**config.mk**
```make
export PLATFORM = sky130hd
export DESIGN_NAME = conv1_event_scatter
export DESIGN_NICKNAME = d
export VERILOG_FILES = /design/src/rtl/conv1_event_scatter.sv
export SDC_FILE = /design/constraint.sdc
export NUM_CORES = 1
export LEC_CHECK = 0
export CAP_MARGIN = 10
export CORE_ASPECT_RATIO = 0.8
export CORE_MARGIN = 2
export CORE_UTILIZATION = 40
export CTS_CLUSTER_DIAMETER = 120
export DETAILED_ROUTE_END_ITERATION = 12
export DONT_BUFFER_PORTS = 1
export GPL_ROUTABILITY_DRIVEN = 0
export SYNTH_ARGS = -nofsm -noshare
export SYNTH_HDL_FRONTEND = slang
export SYNTH_SLANG_ARGS = --single-unit
```
**constraint.sdc**
```tcl
create_clock -name clk -period 2.38 [get_ports clk]
set_clock_uncertainty 0.15 [all_clocks]
set_input_delay 0.238 -clock clk [delete_from_list [all_inputs] [get_ports clk]]
set_output_delay 0.238 -clock clk [all_outputs]
set_load 0.05 [all_outputs]
```
**src/rtl/conv1_event_scatter.sv**
```systemverilog
// conv1 event FIFO producer: expands one spike into (co, window, tap) words.
// Define CONV1_SCATTER_CNT_EN to add a saturating accepted-spike counter port.
module conv1_event_scatter #(
  parameter int CONV1_CHANNEL_NUM_O = 128,
  parameter int CONV1_CHANNEL_NUM_I = 256,
  parameter int CH_O_W = 7,
  parameter int CH_I_W = 8,
  parameter int WORD_W = 23
) (
  input  logic              clk,
  input  logic              rstn,
  input  logic              spike_valid,
  output logic              spike_ready,
  input  logic [CH_I_W-1:0] spike_channel,
  input  logic [1:0]        spike_x,
  input  logic [1:0]        spike_y,
  input  logic              full,
  input  logic              almost_full,
  output logic              w_en,
  output logic [WORD_W-1:0] w_data,
  output logic              busy,
  output logic              event_done
`ifdef CONV1_SCATTER_CNT_EN
  ,
  output logic [15:0]       event_cnt
`endif
);

  if (CONV1_CHANNEL_NUM_I > (1 << CH_I_W) ||
      CONV1_CHANNEL_NUM_O > (1 << CH_O_W) ||
      CONV1_CHANNEL_NUM_O < 1 ||
      WORD_W != CH_I_W + CH_O_W + 8) begin : g_param_err
    $error("conv1_event_scatter: inconsistent parameters");
  end

  typedef enum logic {IDLE, SCAN} state_e;

  localparam logic [CH_O_W-1:0] CO_LAST =
    CH_O_W'(CONV1_CHANNEL_NUM_O - 1);

  state_e state_q, state_d;
  logic [CH_I_W-1:0] ch_q, ch_d;
  logic [1:0] sx_q, sx_d;
  logic [1:0] sy_q, sy_d;
  logic [CH_O_W-1:0] co_q, co_d;
  logic [1:0] win_q, win_d;
  logic done_q, done_d;
  logic init_q;

  logic [1:0] px, py;
  logic [2:0] tx, ty;
  logic tap_valid, scan, adv, last, accept;
  logic unused_af;

  assign unused_af = almost_full;

  always_comb begin
    scan = (state_q == SCAN);
    spike_ready = (state_q == IDLE) && init_q;
    busy = scan;
    event_done = done_q;
    accept = spike_valid && spike_ready;
    // win walks (py,px) = (1,1),(1,2),(2,1),(2,2)
    px = win_q[0] ? 2'd2 : 2'd1;
    py = win_q[1] ? 2'd2 : 2'd1;
    tx = {1'b0, sx_q} + 3'd1 - {1'b0, px};
    ty = {1'b0, sy_q} + 3'd1 - {1'b0, py};
    tap_valid = (tx == 3'd1 || tx == 3'd2) &&
                (ty == 3'd1 || ty == 3'd2);
    w_en = scan && tap_valid && !full;
    w_data = '0;
    if (w_en) begin
      w_data = {ch_q, tx[1:0], ty[1:0], co_q, px, py};
    end
    adv = scan && (!tap_valid || w_en);
    last = (co_q == CO_LAST) && (win_q == 2'd3);
  end

  always_comb begin
    state_d = state_q;
    ch_d = ch_q;
    sx_d = sx_q;
    sy_d = sy_q;
    co_d = co_q;
    win_d = win_q;
    done_d = 1'b0;
    unique case (state_q)
      IDLE: begin
        if (accept) begin
          ch_d = spike_channel;
          sx_d = spike_x;
          sy_d = spike_y;
          co_d = '0;
          win_d = '0;
          state_d = SCAN;
        end
      end
      SCAN: begin
        if (adv) begin
          if (last) begin
            state_d = IDLE;
            done_d = 1'b1;
          end else begin
            win_d = win_q + 2'd1;
            if (win_q == 2'd3) begin
              co_d = co_q + CH_O_W'(1);
            end
          end
        end
      end
      default: state_d = IDLE;
    endcase
  end

  always_ff @(posedge clk or negedge rstn) begin
    if (!rstn) begin
      state_q <= IDLE;
      ch_q <= '0;
      sx_q <= '0;
      sy_q <= '0;
      co_q <= '0;
      win_q <= '0;
      done_q <= 1'b0;
      init_q <= 1'b0;
    end else begin
      state_q <= state_d;
      ch_q <= ch_d;
      sx_q <= sx_d;
      sy_q <= sy_d;
      co_q <= co_d;
      win_q <= win_d;
      done_q <= done_d;
      init_q <= 1'b1;
    end
  end

`ifdef CONV1_SCATTER_CNT_EN
  logic [15:0] cnt_q, cnt_d;

  always_comb begin
    cnt_d = cnt_q;
    if (accept && cnt_q != 16'hFFFF) begin
      cnt_d = cnt_q + 16'd1;
    end
    event_cnt = cnt_q;
  end

  always_ff @(posedge clk or negedge rstn) begin
    if (!rstn) begin
      cnt_q <= '0;
    end else begin
      cnt_q <= cnt_d;
    end
  end
`endif

endmodule

```
==> metrics.md, run 1 <==
| Metric | Value |
|---|---|
| Status | finished with violations |
| Failing checks | setup timing |
| Initial DRC count | 76 |
| I/O pin count | 44 |
| Leakage | 0.900 nW |
| Cell depth of the worst hold path | 2 |
| Die H | 57.6 um |
| Final Hold Fails | 0 |
| Pwr Density | 404 mW/mm^2 |
| Final Setup Violations | 24 |
| Fill count | 290 |
| Delay-heaviest family, CP | simple AND/OR/NAND/NOR gates |
| Detailed Route WL | 3.17 mm |
| Reg2Reg Launch Point | win_q[0] |
| Grt ovf | 0 |
| Crit path DAT | 2.33 ns |
| Commonest cells after routing, fill and taps aside | 23 x dfrtp_1, 21 x and2_4, 15 x dlygate4sd3_1 |
| Register area share after synthesis | 41.7% |
| Buf+Inv Stages, Crit Path | 2 |
| Register-to-register setup slack | 0.01 ns |
| Fin. max-slew vios | 0 |
| Pre-CTS setup slack | -0.124 ns |
| Final Core Density | 57.4% |
| Hold WS | 0.149 ns |
| Clock Power Share | 44.7% |
| Hold path start | full |
| Startpoint Class | flip-flop |
| Diode count | 0 |
| Most used cell along the critical path | ha_4 |
| Share of cells above drive strength 1 | 43.6% |
| Power, Total | 799 uW |
| Syn avg cell area | 10.7 sq um |
| Final worst-path cycle share | 114% |
| Cell Int Power | 653 uW |
| Port buffer count | 0 |
| TritonCTS sink count | 24 |
| Global-route wire length before repair | 5.46 mm |
| WL per Instance | 15.3 um |
| Critical path, cell by cell | ha_4, inv_2, ha_4, xnor2_2, nor4_4, nand2_2, nor2_4, buf_6, and2_4 |
| CP Class | flip-flop to output port |
| Die X | 71.1 um |
| Placement Cell Area | 0.00170 sq mm |
| Worst endpoint required time | 1.99 ns |
| Core ar. | 0.00345 sq mm |
| Multi-input gate area | 897 sq um |
| Max-cap viol count | 0 |
| CP max stage delay | 0.45 ns |
| Syn Nets | 160 |
| Hold WC Path Type | input pin to flip-flop |
| Inserted Clock Buffers | 3 |
| Final cell count without fillers | 207 |
| Final worst slack | -0.341 ns |
| P_sw | 146 uW |
| Hold EP | co_q[3] |
| Crit path time final | 2.72 ns |
| Die area | 0.00410 sq mm |
| Post-synthesis cell type count | 41 |
| # H-tree levels | 1 |
| Clock insertion delay at the later pin of the skew report | 0.26 ns |
| Combinational share of power | 4.1% |
| Via density | 5.41 |
| Flop pwr share | 51.2% |
| Max Clk Rate | 368 MHz |
| Initial antenna violation count | 0 |
| CTS Root Cell | clkbuf_8 |
| Register-to-Register Path Depth | 10 |
| # DRC | 0 |
| Initial Utilization | 41.7% |
| Vias | 1120 |
| RSZ-0062 raised after global routing | yes |
| Worst setup EP type | output port |
| Peak supply drop | 355 uV |
| CP max stage cell | dfrtp_2 |
| Clock transition at path regs | 0.09 ns |
| CTS tree | yes |
| Placed Cells | 187 |
| Area grow syn2layout | 37.4% |
| Ys Warns | 0 |
| Reg-to-reg endpoint | win_q[1] |
| Post-route ant nets | 0 |
| Final instance area | 0.00198 sq mm |
| Tot GR Track Use | 17.3% |
| Vias in the first global route | 1153 |
| Synth Cell Area | 0.00144 sq mm |
| CP max FO | 9 |
| Mapped Cells | 135 |
| Num rows | 19 |
| DR pass1 iterations | 4 |
| Commonest non-fill, non-tap cell in the layout | dfrtp_1 |
| Flops & latches, synth | 24 |
| Largest net degree at the start of global routing | 25 |
| Sw Share | 18.2% |
| CTS max path bufs | 2 |
| Dpl hpwl | 2.26 mm |
| Total Neg Setup Slack | -7.80 ns |
| Layout Nets | 191 |
| Register area | 602 sq um |
## cells by family after synthesis
group / Yosys count / share of synthesized area, %
simple gates: 57 / 25.7
flops: 24 / 41.7
compound gates: 19 / 8.52
mux: 12 / 9.39
buf+inv: 10 / 5.04
fa+ha+maj: 8 / 6.96
xor+xnor: 4 / 2.44
other cells: 1 / 0.261
## flip-flops by register name (all words and copies together) (netlist names)
signal	flops
co_q	7
busy	1
win_q	2
event_done	1
sx_q	2
sy_q	2
ch_q	8
init_q	1
## area by class of cell
class,count,share of cell area (%)
clock buffer,3,2.09
clock inverter,1,1.52
inverter,4,0.759
multi-input combinational,101,45.4
sequential,24,30.4
tap,42,2.66
timing repair buffer,32,17.2
## what timing repair did
| item | 4_1_cts | 5_1_grt |
|---|---|---|
| pin swaps | 4 | 2 |
| setup buffers | 0 | 0 |
| gates resized for setup | 6 | 2 |
| setup endpoints to repair | 25 | 33 |
| hold buffers | 16 | 0 |
| endpoints found under the hold margin | 38 | 0 |
## how the worst max path moves through the flow
stage | from | to | cells past startpoint
floorplan | win_q[0] | w_data[13] | 9
global placement | win_q[0] | w_data[22] | 9
detailed placement | win_q[0] | w_data[22] | 9
CTS | win_q[0] | w_data[10] | 9
global route | win_q[0] | w_data[17] | 9
finish | win_q[0] | w_data[6] | 9
## Yosys cell counts
cell / number / share of area, %
o211ai_1: 1 / 0.52
nand3_2: 1 / 0.70
nor4_4: 1 / 1.5
a21bo_2: 1 / 0.70
o21ai_1: 1 / 0.35
a31oi_1: 2 / 0.87
ha_1: 8 / 7.0
nand2b_1: 1 / 0.44
nand3b_1: 1 / 0.52
inv_1: 4 / 1.0
a211oi_1: 1 / 0.52
nor2_4: 1 / 0.78
nand2b_2: 1 / 0.61
nor3_1: 2 / 0.70
a21oi_1: 2 / 0.70
nand3_1: 7 / 2.4
nand3b_4: 1 / 1.4
o221ai_1: 2 / 1.2
and2_2: 1 / 0.52
a21boi_0: 1 / 0.52
xor2_1: 2 / 1.2
buf_2: 1 / 0.35
o21ai_0: 7 / 2.4
a221o_1: 1 / 0.70
nor2_1: 2 / 0.52
mux2_2: 12 / 9.4
dfrtp_1: 24 / 42
or3b_2: 1 / 0.61
and2_1: 20 / 8.7
conb_1: 1 / 0.26
nor2b_1: 1 / 0.44
nand4b_1: 1 / 0.61
nand2_1: 9 / 2.3
nand4_1: 2 / 0.87
and3_2: 1 / 0.52
nand2_2: 1 / 0.44
buf_6: 4 / 3.1
xnor2_1: 2 / 1.2
buf_4: 1 / 0.52
and3_1: 1 / 0.44
nor4b_1: 1 / 0.61
## power by group through the flow
stage	combinational [mW]	sequential (mW)	clock, mW
finish	0.0325	0.409	0.357
global route	0.0358	0.409	0.387
CTS	0.0325	0.409	0.363
detailed placement	0.000775	0.417	0
global placement	0.000774	0.417	0
floorplan	0.000776	0.417	0
## metal layers
metal  global-route usage (%)  vias up  wire length, um
li1                         -      531                -
met1                     22.4      552             1400
met2                     29.5       33             1580
met4                     3.23        0               46
met5                        0        -                0
met3                     5.22        4              156
Power figures use the tool's default switching activity.
==> inputs of run 2 (changes only) <==
- CAP_MARGIN: 10 -> unset
- SKIP_LAST_GASP: unset -> 1
==> results of run 2 <==
The final DEF is identical to that of run 1; final timing and power are the same.
Among the figures that moved: via count of the first global-routing pass 1153 -> 1154
==> inputs of run 3 (changes only) <==
- HOLD_SLACK_MARGIN: unset -> 0.15
==> metrics.md, run 3 (synthesis results as in run 1) <==
| Metric | Value |
|---|---|
| Max-cap viol count | 0 |
| Reg-to-reg endpoint | win_q[1] |
| Global-route wire length before repair | 5.49 mm |
| Clock insertion delay at the later pin of the skew report | 0.26 ns |
| Initial antenna violation count | 0 |
| Final worst slack | -0.340 ns |
| Grt ovf | 0 |
| CTS max path bufs | 2 |
| CP max FO | 9 |
| DR pass1 iterations | 4 |
| Die area | 0.00410 sq mm |
| Commonest cells after routing, fill and taps aside | 23 x dfrtp_1, 21 x and2_4, 15 x dlygate4sd3_1 |
| CTS Root Cell | clkbuf_8 |
| Largest registers | ch_q (8), co_q (7) |
| CP max stage cell | dfrtp_2 |
| Clock Power Share | 44.5% |
| Core ar. | 0.00345 sq mm |
| Placed Cells | 187 |
| Clock transition at path regs | 0.08 ns |
| Cell Int Power | 653 uW |
| Pwr Density | 403 mW/mm^2 |
| Worst endpoint required time | 1.99 ns |
| Wl on met1 | 1.33 mm |
| Combinational share of power | 4.1% |
| Reg2Reg Launch Point | win_q[0] |
| Flop pwr share | 51.4% |
| Wire length on met3 | 198 um |
| Port buffer count | 0 |
| Worst setup endpoint | w_data[10] |
| Failing checks | setup timing |
| Critical path, cell by cell | ha_4, inv_2, ha_4, xnor2_2, nor4_4, nand2_2, nor2_4, buf_6, and2_4 |
| Max reg flops | 8 |
| Largest net degree at the start of global routing | 25 |
| Detailed Route WL | 3.16 mm |
| Register-to-register setup slack | 0.01 ns |
| DR WL met2 | 1.59 mm |
| Sw Share | 18.0% |
| Die H | 57.6 um |
| Crit path time final | 2.72 ns |
| Final Setup Violations | 24 |
| Final Hold Fails | 0 |
| Worst setup EP type | output port |
| Area grow syn2layout | 37.4% |
| Dpl hpwl | 2.26 mm |
| Post-route ant nets | 0 |
| Max Clk Rate | 368 MHz |
| Via density | 5.42 |
| Die X | 71.1 um |
| Top layer in use | met4 |
| Most used cell along the critical path | ha_4 |
| CP max stage delay | 0.45 ns |
| Vias | 1121 |
| Initial DRC count | 98 |
| Final cell count without fillers | 207 |
| Peak supply drop | 353 uV |
| Initial Utilization | 41.7% |
| TritonCTS sink count | 24 |
| P_sw | 143 uW |
| # H-tree levels | 1 |
| Startpoint Class | flip-flop |
| Inserted Clock Buffers | 3 |
| CTS tree | yes |
| Crit path DAT | 2.33 ns |
| Status | finished with violations |
| Num rows | 19 |
| # DRC | 0 |
| Layout Nets | 191 |
| CP Class | flip-flop to output port |
| Critical path startpoint | win_q[0] |
| Final worst-path cycle share | 114% |
| Commonest non-fill, non-tap cell in the layout | dfrtp_1 |
| Leakage | 0.900 nW |
| Tot GR Track Use | 17.4% |
| Largest reg by FF count | ch_q |
| Fin. max-slew vios | 0 |
| Post-CTS setup buffer count | 0 |
| I/O pin count | 44 |
| Hold WC Path Type | input pin to flip-flop |
| Vias in the first global route | 1159 |
| Diode count | 0 |
| Share of cells above drive strength 1 | 43.6% |
| RSZ-0062 raised after global routing | yes |
| Total Neg Setup Slack | -7.77 ns |
| WL per Instance | 15.3 um |
| Register-to-Register Path Depth | 10 |
[run 3: how the worst min path moves through the flow]
| stage | end | cells after the start | startpoint | slack, ns |
|---|---|---|---|---|
| global placement | ch_q[7] | 0 | rstn | -0.21 |
| floorplan | busy | 0 | rstn | -0.21 |
| CTS | busy | 3 | spike_valid | 0.22 |
| global route | win_q[1] | 3 | full | 0.23 |
| finish | busy | 3 | spike_valid | 0.22 |
| detailed placement | ch_q[1] | 0 | rstn | -0.21 |
[run 3: per-stage QoR]
step / instance area, sq um / setup slack [ns] / power [mW] / hold WS, ns / util (%)
3_5_place_dp: 1700 / -0.124 / 0.418 / -0.207 / 49.2
2_1_floorplan: 1550 / -0.210 / 0.418 / -0.208 / -
3_3_place_gp: 1700 / -0.0863 / 0.418 / -0.207 / 49.2
5_1_grt: 1980 / -0.445 / 0.833 / 0.234 / 57.4
4_1_cts: 1960 / -0.361 / 0.805 / 0.222 / 56.8
6_report: 1980 / -0.340 / 0.796 / 0.219 / 57.4
[run 3: area by class of cell]
| type | count | area [sq um] |
|---|---|---|
| Fill cell | 290 | 1470 |
| Clock inverter | 1 | 30.0 |
| Sequential cell | 24 | 602 |
| Multi-Input combinational cell | 101 | 897 |
| Timing Repair Buffer | 32 | 339 |
| Inverter | 4 | 15.0 |
| Tap cell | 42 | 52.6 |
| Clock buffer | 3 | 41.3 |
[run 3: power groups by stage]
stage / sequential, mW / clock, mW / combinational [mW]
5_1_grt: 0.409 / 0.387 / 0.0364
2_1_floorplan: 0.417 / 0 / 0.000776
3_5_place_dp: 0.417 / 0 / 0.000775
4_1_cts: 0.409 / 0.363 / 0.0329
6_report: 0.409 / 0.354 / 0.0329
3_3_place_gp: 0.417 / 0 / 0.000774
[run 3: layer usage]
metal  up-vias  track usage (%)
met5         -                0
li1        532                -
met4         0             3.23
met1       544             22.5
met3         4             5.22
met2        41             29.6
[run 3: what timing repair did]
action / 4_1_cts / 5_1_grt
endpoints found under the setup margin: 25 / 33
pin swaps: 2 / 4
hold buffers: 16 / 0
endpoints found under the hold margin: 39 / 0
gates resized for setup: 6 / 2
[run 3: critical path, delay by kind of cell (launching register included)]
kind | cells | cell delay [ns]
flops | 1 | 0.45
simple gates | 4 | 0.78
xor+xnor | 1 | 0.15
fa+ha+maj | 2 | 0.49
buf+inv | 2 | 0.19
